==> src/rtl/fpu_div.sv <==
// fpu_div: multi-cycle floating-point divider (default half precision).
// Restoring division produces one quotient bit per cycle, then rounds to
// nearest-even. Subnormal inputs are flushed to zero and subnormal results
// underflow to zero.
// Ports:
//   clock, reset          rising-edge clock, async active-high reset
//   start                 request pulse, operands sampled in the same cycle
//   fpuIn1 / fpuIn2       dividend / divisor {sign, exp, frac}
//   fpuOut                registered quotient
//   done                  result valid, held until the next accepted start
//   busy                  operation in flight
//   divByZero, invalid, overflow, underflow, inexact  status, registered with fpuOut
module fpu_div #(
  parameter int FRACW = 10,
  parameter int EXPW  = 5,
  parameter int BIAS  = 15
) (
  input  logic                  clock,
  input  logic                  reset,
  input  logic                  start,
  input  logic [EXPW+FRACW:0]   fpuIn1,
  input  logic [EXPW+FRACW:0]   fpuIn2,
  output logic [EXPW+FRACW:0]   fpuOut,
  output logic                  done,
  output logic                  busy,
  output logic                  divByZero,
  output logic                  invalid,
  output logic                  overflow,
  output logic                  underflow,
  output logic                  inexact
);
  localparam int W       = 1 + EXPW + FRACW;
  localparam int EXP_MAX = (1 << EXPW) - 1;
  localparam int QW      = FRACW + 3;          // integer, fraction, guard, round
  localparam int CNTW    = $clog2(QW + 1);
  localparam int EW      = EXPW + 2;           // signed working exponent
  localparam logic signed [EW-1:0] EMAX = EW'(EXP_MAX);

  typedef enum logic [2:0] {S_IDLE, S_UNPACK, S_DIVIDE, S_ROUND, S_DONE} state_t;

  state_t                 state_q, state_d;
  logic [W-1:0]           a_q, a_d, b_q, b_d, out_q, out_d;
  logic                   sign_q, sign_d;
  logic signed [EW-1:0]   exp_q, exp_d;
  logic [FRACW+1:0]       rem_q, rem_d;
  logic [FRACW:0]         den_q, den_d;
  logic [QW-1:0]          quo_q, quo_d;
  logic [CNTW-1:0]        cnt_q, cnt_d;
  logic [4:0]             flg_q, flg_d;   // {divByZero, invalid, overflow, underflow, inexact}

  // Operand classification; exponent zero covers both zero and flushed subnormals.
  logic                   s1, s2, zero1, zero2, inf1, inf2, nan1, nan2;
  logic [EXPW-1:0]        e1, e2;
  logic [FRACW-1:0]       f1, f2;
  logic [FRACW:0]         m1, m2;
  logic signed [EW-1:0]   exp_raw;

  assign {s1, e1, f1} = a_q;
  assign {s2, e2, f2} = b_q;
  assign zero1   = (e1 == '0);
  assign zero2   = (e2 == '0);
  assign inf1    = (e1 == '1) && (f1 == '0);
  assign inf2    = (e2 == '1) && (f2 == '0);
  assign nan1    = (e1 == '1) && (f1 != '0);
  assign nan2    = (e2 == '1) && (f2 != '0);
  assign m1      = {1'b1, f1};
  assign m2      = {1'b1, f2};
  assign exp_raw = $signed({2'b00, e1}) - $signed({2'b00, e2}) + $signed(EW'(BIAS));

  // Restoring step: remainder stays below the divisor, so the shift never loses a bit.
  logic                   ge;
  logic [FRACW+1:0]       diff;
  assign ge   = (rem_q >= {1'b0, den_q});
  assign diff = rem_q - {1'b0, den_q};

  // Rounding datapath, used in ROUND.
  logic                   sticky, guard, rbit, round_up, carry, inx_r;
  logic [FRACW+1:0]       mant_rnd;
  logic [FRACW-1:0]       frac_rnd;
  logic signed [EW-1:0]   exp_fin;
  assign sticky   = |rem_q;
  assign guard    = quo_q[1];
  assign rbit     = quo_q[0];
  assign round_up = guard & (rbit | sticky | quo_q[2]);
  assign mant_rnd = {1'b0, quo_q[QW-1:2]} + {{(FRACW+1){1'b0}}, round_up};
  assign carry    = mant_rnd[FRACW+1];
  assign frac_rnd = carry ? mant_rnd[FRACW:1] : mant_rnd[FRACW-1:0];
  assign exp_fin  = exp_q + $signed({{(EW-1){1'b0}}, carry});
  assign inx_r    = guard | rbit | sticky;

  always_comb begin
    state_d = state_q;
    a_d     = a_q;
    b_d     = b_q;
    sign_d  = sign_q;
    exp_d   = exp_q;
    rem_d   = rem_q;
    den_d   = den_q;
    quo_d   = quo_q;
    cnt_d   = cnt_q;
    out_d   = out_q;
    flg_d   = flg_q;
    case (state_q)
      S_IDLE, S_DONE: begin
        if (start) begin
          a_d     = fpuIn1;
          b_d     = fpuIn2;
          state_d = S_UNPACK;
        end
      end
      S_UNPACK: begin
        sign_d  = s1 ^ s2;
        state_d = S_DONE;
        if (nan1 | nan2 | (zero1 & zero2) | (inf1 & inf2)) begin
          out_d = {1'b0, {EXPW{1'b1}}, 1'b1, {(FRACW-1){1'b0}}};
          flg_d = 5'b01000;
        end else if (inf1) begin
          out_d = {s1 ^ s2, {EXPW{1'b1}}, {FRACW{1'b0}}};
          flg_d = 5'b00000;
        end else if (zero2) begin
          out_d = {s1 ^ s2, {EXPW{1'b1}}, {FRACW{1'b0}}};
          flg_d = 5'b10000;
        end else if (inf2 | zero1) begin
          out_d = {s1 ^ s2, {(W-1){1'b0}}};
          flg_d = 5'b00000;
        end else begin
          // Pre-normalize so the quotient lands in [1,2).
          state_d = S_DIVIDE;
          cnt_d   = '0;
          quo_d   = '0;
          den_d   = m2;
          if (m1 < m2) begin
            rem_d = {m1, 1'b0};
            exp_d = exp_raw - EW'(1);
          end else begin
            rem_d = {1'b0, m1};
            exp_d = exp_raw;
          end
        end
      end
      S_DIVIDE: begin
        quo_d = {quo_q[QW-2:0], ge};
        rem_d = (ge ? diff : rem_q) << 1;
        cnt_d = cnt_q + CNTW'(1);
        if (cnt_q == CNTW'(QW - 1)) state_d = S_ROUND;
      end
      S_ROUND: begin
        state_d = S_DONE;
        if (!exp_fin[EW-1] && (exp_fin >= EMAX)) begin
          out_d = {sign_q, {EXPW{1'b1}}, {FRACW{1'b0}}};
          flg_d = 5'b00101;
        end else if (exp_fin[EW-1] || (exp_fin == '0)) begin
          out_d = {sign_q, {(W-1){1'b0}}};
          flg_d = 5'b00011;
        end else begin
          out_d = {sign_q, exp_fin[EXPW-1:0], frac_rnd};
          flg_d = {4'b0000, inx_r};
        end
      end
      default: state_d = S_IDLE;
    endcase
  end

  always_ff @(posedge clock or posedge reset) begin
    if (reset) begin
      state_q <= S_IDLE;
      a_q     <= '0;
      b_q     <= '0;
      sign_q  <= 1'b0;
      exp_q   <= '0;
      rem_q   <= '0;
      den_q   <= '0;
      quo_q   <= '0;
      cnt_q   <= '0;
      out_q   <= '0;
      flg_q   <= '0;
    end else begin
      state_q <= state_d;
      a_q     <= a_d;
      b_q     <= b_d;
      sign_q  <= sign_d;
      exp_q   <= exp_d;
      rem_q   <= rem_d;
      den_q   <= den_d;
      quo_q   <= quo_d;
      cnt_q   <= cnt_d;
      out_q   <= out_d;
      flg_q   <= flg_d;
    end
  end

  assign fpuOut = out_q;
  assign {divByZero, invalid, overflow, underflow, inexact} = flg_q;
  assign done   = (state_q == S_DONE);
  assign busy   = (state_q == S_UNPACK) || (state_q == S_DIVIDE) || (state_q == S_ROUND);
endmodule

==> config.mk <==
export PLATFORM = sky130hd
export DESIGN_NAME = fpu_div
export DESIGN_NICKNAME = d
export VERILOG_FILES = /design/src/rtl/fpu_div.sv
export SDC_FILE = /design/constraint.sdc
export NUM_CORES = 1
export LEC_CHECK = 0
export ABC_AREA = 1
export BUFFER_PORTS_ARGS = -buffer_cell sky130_fd_sc_hd__buf_2
export CAP_MARGIN = 20
export CORE_MARGIN = 2
export CORE_UTILIZATION = 61
export DETAILED_ROUTE_END_ITERATION = 12
export PLACE_DENSITY = 0.81
export SLEW_MARGIN = 20
export SYNTH_ARGS = -nofsm -noshare
export SYNTH_HDL_FRONTEND = slang
export SYNTH_SLANG_ARGS = --single-unit
export TNS_END_PERCENT = 5
==> constraint.sdc <==
create_clock -name clock -period 3.4 [get_ports clock]
set_input_delay 0.17 -clock clock [delete_from_list [all_inputs] [get_ports clock]]
set_output_delay 0.17 -clock clock [all_outputs]
set_load 0.005 [all_outputs]
# Word level (Yosys, flattened, before mapping)
# Cells that the tools add are included.
classes:
  add_sub_neg: 7
  n_mul: 0
  div_mod_pow: 0
  n_lt_le_gt_ge: 3
  n_eq_ne: 14
  shift: 0
  muxes: 40
  bitwise_logic: 16
  reduce_logical: 26
ops:
  columns: ["cell", "count"]
  rows:
  - ["$mux W16", 4]
  - ["$mux W12", 5]
  - ["$mux W13", 4]
  - ["$pmux W16 S2", 1]
  - ["$mux W15", 2]
  - ["$pmux W13 S2", 1]
  - ["$pmux W12 S2", 1]
  - ["$mux W3", 7]
  - ["$logic_not A10 Y1", 2]
  - ["$mux W5", 4]
  - ["$reduce_bool A10 Y1", 2]
  - ["$mux W4", 4]
  - ["$add A11 B1 Y12", 1]
  - ["$ge A12 B11 Y1", 1]
  - ["$ne A2 B2 Y1 const B", 6]
  - ["$pmux W3 S4", 1]
  - ["$reduce_or A12 Y1", 1]
  - ["$lt A11 B11 Y1", 1]
  - ["$mux W11", 1]
  - ["$sub A11 B11 Y11", 1]
  - ["$eq A5 B5 Y1 const B", 2]
  - ["$logic_not A5 Y1", 2]
  - ["$mux W10", 1]
  - ["$pmux W5 S2", 1]
  - ["other kinds (27)", 50]
totals:
  ff_bits: 104
  latch_bits: 0
  mem_bits_rw: 0
  mem_bits_ro: 0
  in_bits: 35
  output_inout_bits: 23
  elab_cells: 117
  mem_count: 0

# Longest topological paths before layout
logic_depth:
  word_depth: 11
  ltp_mapped: 17
  mapped_depth_nobuf: 17

# Least setup slack after synthesis
# OpenSTA, ideal clock, no wires.
synth_path:
  path_kind: "register to register"
  from: "reg quo_q[1]"
  to: "reg out_q[3], in the netlist fpuOut[3]"
  arrival_ns: 2.378
  required_time_ns: 3.335
  setup_slack_ns: 0.956
  stages_incl_launch_ff: 17
  path_buffers: 0
  cell_sequence: "dfrtp_1 -> nand2_1 -> nor2_1 -> nand3_1 -> nor2_4 -> ha_1 -> ha_1 -> nand3_1 -> xor2_1 -> inv_1 -> nand3_1 -> nand2_1 -> nand2_1 -> nand2_1 -> nor2_2 -> o21ai_0 -> nand2_1"
synth_between:
  elab_chain_len: 8
  elab_cells_between_ends: 12
synth_lines:
  columns: ["element", "line", "source"]
  rows:
  - ["from (decl)", "47", "logic [QW-1:0] quo_q, quo_d;"]
  - ["from (signal assigned)", "185", "quo_q <= quo_d;"]
  - ["$and A1 B1 Y1 (*)", "84", "assign round_up = guard & (rbit | sticky | quo_q[2]);"]
  - ["$add A11 B1 Y12 (*)", "85", "assign mant_rnd = {1'b0, quo_q[QW-1:2]} + {{(FRACW+1){1'b0}}, round_up};"]
  - ["branches (longest 4 deep; another with $add A7 B2 Y7)", null, null]
  - ["$mux W15 (*)", "149", "if (!exp_fin[EW-1] && (exp_fin >= EMAX)) begin"]
  - ["$pmux W16 S2 (*)", "103", "case (state_q)"]
  - ["to (signal assigned)", "187", "out_q <= out_d;"]
  - ["to (decl)", "42", "logic [W-1:0] a_q, a_d, b_q, b_d, out_q, out_d;"]
# Every way passes the cells marked *.
# A chain may end at the register's enable or synchronous reset.

# Worst setup path in the final report
# Ends and elaborated chain as after synthesis.

==> key figures <==
Run status
  – Outcome: complete, no violations

Synth
  – Post-synthesis sequential area ratio: 39.5%
  – Ys flop type: dfrtp_1
  – Average size of a mapped cell: 7.19 sq um
  – Gate Count Post-Synth: 917
  – Synthesized flop and latch total: 104
  – Yosys warns: 0
  – Post-Syn Area: 6590 sq um
  – EDFF count, synth: 0
  – Syn Nets: 986
  – FFs w/ async S/R, synth: 100%
  – Netlist cell types: 43

Power and ir drop
  – Lkg Pwr: 3.96 nW
  – P_sw: 0.00387 W
  – Comb pwr share: 62.2%
  – Pint: 0.00362 W
  – Cell Pwr Density: 1050 nW/um^2
  – Switching Fraction: 51.6%
  – Share of total power in sequential cells: 28.2%
  – Total design power: 0.00749 W
  – VDD IR max: 0.703 mV
  – Power share of the clock group: 9.6%

Clock tree
  – Later-pin clock latency in the skew report: 390 ps
  – Htree depth: 3
  – TritonCTS clock tree: yes
  – Clk root buf: clkbuf_8
  – CTS Buf Count: 9
  – CTS Buffer Depth: 2
  – Reg clk slew, reported paths: 100 ps
  – Clk sinks: 104
  – Postcts setup bufs: 0

Global route
  – Grt total ovfl: 0
  – Largest net degree at the start of global routing: 60
  – Initial antenna violation count: 0
  – Vias in the first global route: 5,346
  – First-pass GRT wire length: 24,700 um
  – GRT Resource Usage Total: 26.9%

STA
  – Tightest Pin Transition: 592 ps
  – Max Transition Viols Final: 0
  – Fin crit share: 86.7%
  – Relative slew slack: 60.6%
  – Fin. Hold Viols: 0
  – Crit path setup slack, layout: 454 ps
  – Endpoints failing setup: 0
  – Fmax: 339 MHz
  – Worst Skew: 12.0 ps
  – TNS Setup: 0 ps
  – Clock period minus worst slack: 2950 ps
  – RSZ-0062 raised after global routing: false

Cells and area
  – Area added between synthesis and finish: 8.60%
  – Fillers: 937
  – Commonest non-fill, non-tap cells in the layout: nand2_1 (289), inv_1 (119), dfrtp_1 (104)
  – Final non-filler cell total: 1,114
  – Antenna Cells: 0
  – Final core occ: 68.7%
  – Share of post-route cells with drive strength above 1: 11.0%
  – Commonest non-fill, non-tap cell in the layout: nand2_1
  – Final #Nets: 1,042

Route
  – DRC Markers: 0
  – Drt pass-1 iters: 5
  – Post-route ant nets: 0
  – Vias: 5,816
  – Drt via density: 5.22
  – Initial DRC Count: 383
  – Final WL: 14,400 um
  – WL per Instance: 12.9 um

Floorplan
  – Die X-Extent: 108 um
  – Core area: 10,400 sq um
  – Die Ht: 108 um
  – I/O Pins: 58
  – Initial Utilization: 63.3%
  – # rows: 37
  – Die Footprint: 11,700 sq um

Worst hold path
  – Hold Path Class: input pin to register

Placed design
  – DP Worst Slack: 502 ps
  – RePlAce Congestion: 0.904
  – Post-Place Cells: 1,095
  – DPL Wire Length: 10,700 um
  – Port Buffers: 57

Setup path
  – Worst Path Required: 3730 ps
  – Delay-heaviest family, CP: simple AND/OR/NAND/NOR gates
  – Slowest CP cell: dfrtp_1
  – Critical Path Most Common Cell: nand2_1
  – CP endpoint kind: register
  – CP Class: register to register
  – CP arrival: 3280 ps
  – Largest stage delay, worst path: 420 ps
  – CP max FO: 10
  – CP cell instances: nand2_1 > nor2_1 > nand3_1 > nor2_4 > ha_1 > ha_1 > nand3_1 > xor2_1 > inv_1 > nand3_1 > nand2_1 > nand2_1 > nand2_1 > nor2_2 > o21ai_0 > nand2_1
  – Worst path buffer plus inverter count: 1
  – CP Launch Type: register

Run
  – Max cap viols: 0
[final timing paths]
path | cells past startpoint | to | from | slack [ps]
worst max-delay path | 16 | fpuOut[3] | quo_q[1] | 450
worst min-delay path | 2 | a_q[13] | fpuIn1[13] | 20
worst max register to register | 16 | fpuOut[3] | quo_q[1] | 450
worst min register to register | 2 | flg_q[4] | flg_q[4] | 470
max in group asynchronous | 4 | a_q[11] | reset | 2130
min in group asynchronous | 3 | rem_q[7] | reset | 380
[sequential cells by signal (all words and copies together) (netlist names)]
register / count
a_q: 16
b_q: 16
cnt_q: 4
den_q: 11
exp_q: 7
flg_q: 5
fpuOut: 16
quo_q: 13
rem_q: 12
sign_q: 1
state_q: 3
[cell type report]
cell class / count / area, sq um / share of cell area [%]
Multi-Input combinational cell: 667 / 3380 / 47.2
Sequential cell: 104 / 2600 / 36.3
Inverter: 127 / 487 / 6.80
Timing Repair Buffer: 64 / 345 / 4.82
Tap cell: 136 / 170 / 2.38
Clock buffer: 12 / 145 / 2.03
Clock inverter: 4 / 28.8 / 0.402
[kinds of logic after synthesis]
group           synth area share [%]
buf+inv                         9.35
xor+xnor                        2.26
mux                            0.854
flops                           39.5
compound gates                  8.31
simple gates                    33.1
fa+ha+maj                       6.68
[per-layer routing]
| metal | share of wire (%) | vias to the layer above | track usage [%] |
|---|---|---|---|
| met2 | 48 | 122 | 44.7 |
| met3 | 4.1 | 16 | 4.70 |
| met1 | 47 | 2676 | 36.5 |
| li1 | - | 3002 | - |
| met5 | 0 | - | 0 |
| met4 | 1.5 | 0 | 7.23 |
[cell usage after synthesis (all sizes together) (5+ instances only)]
master	number	area (sq um)
buf	17	125
nand4	12	96.3
xor2	15	131
o21ai	48	240
mux2	5	56.3
a21oi	50	250
ha	32	400
nor2	112	490
inv	127	484
nand3	72	373
nand2	294	1120
nor3	9	56.3
dfrtp	104	2600
[power by group through the flow]
| stage | combinational (W) | sequential, W | clock (W) |
|---|---|---|---|
| final | 0.00466 | 0.00211 | 0.000719 |
| after global routing | 0.00536 | 0.00218 | 0.000781 |
| after detailed placement | 0.00460 | 0.00213 | 0 |
| after CTS | 0.00463 | 0.00211 | 0.000731 |
| after global placement | 0.00450 | 0.00211 | 0 |
| after floorplan | 0.00379 | 0.00204 | 0 |
[stage by stage]
stage          hold slack (ps)  cell area [sq um]
2_1_floorplan              320               6590
3_3_place_gp               271               6950
3_5_place_dp               277               6950
4_1_cts                   1.37               7160
5_1_grt                   5.71               7160
6_report                  18.5               7160
[timing repair]
| item | 4_1_cts | 5_1_grt |
|---|---|---|
| endpoints found under the hold margin | 45 | 0 |
| gates resized for setup | 0 | 0 |
| hold buffers | 3 | 0 |
(Power assumes the default switching activity.)
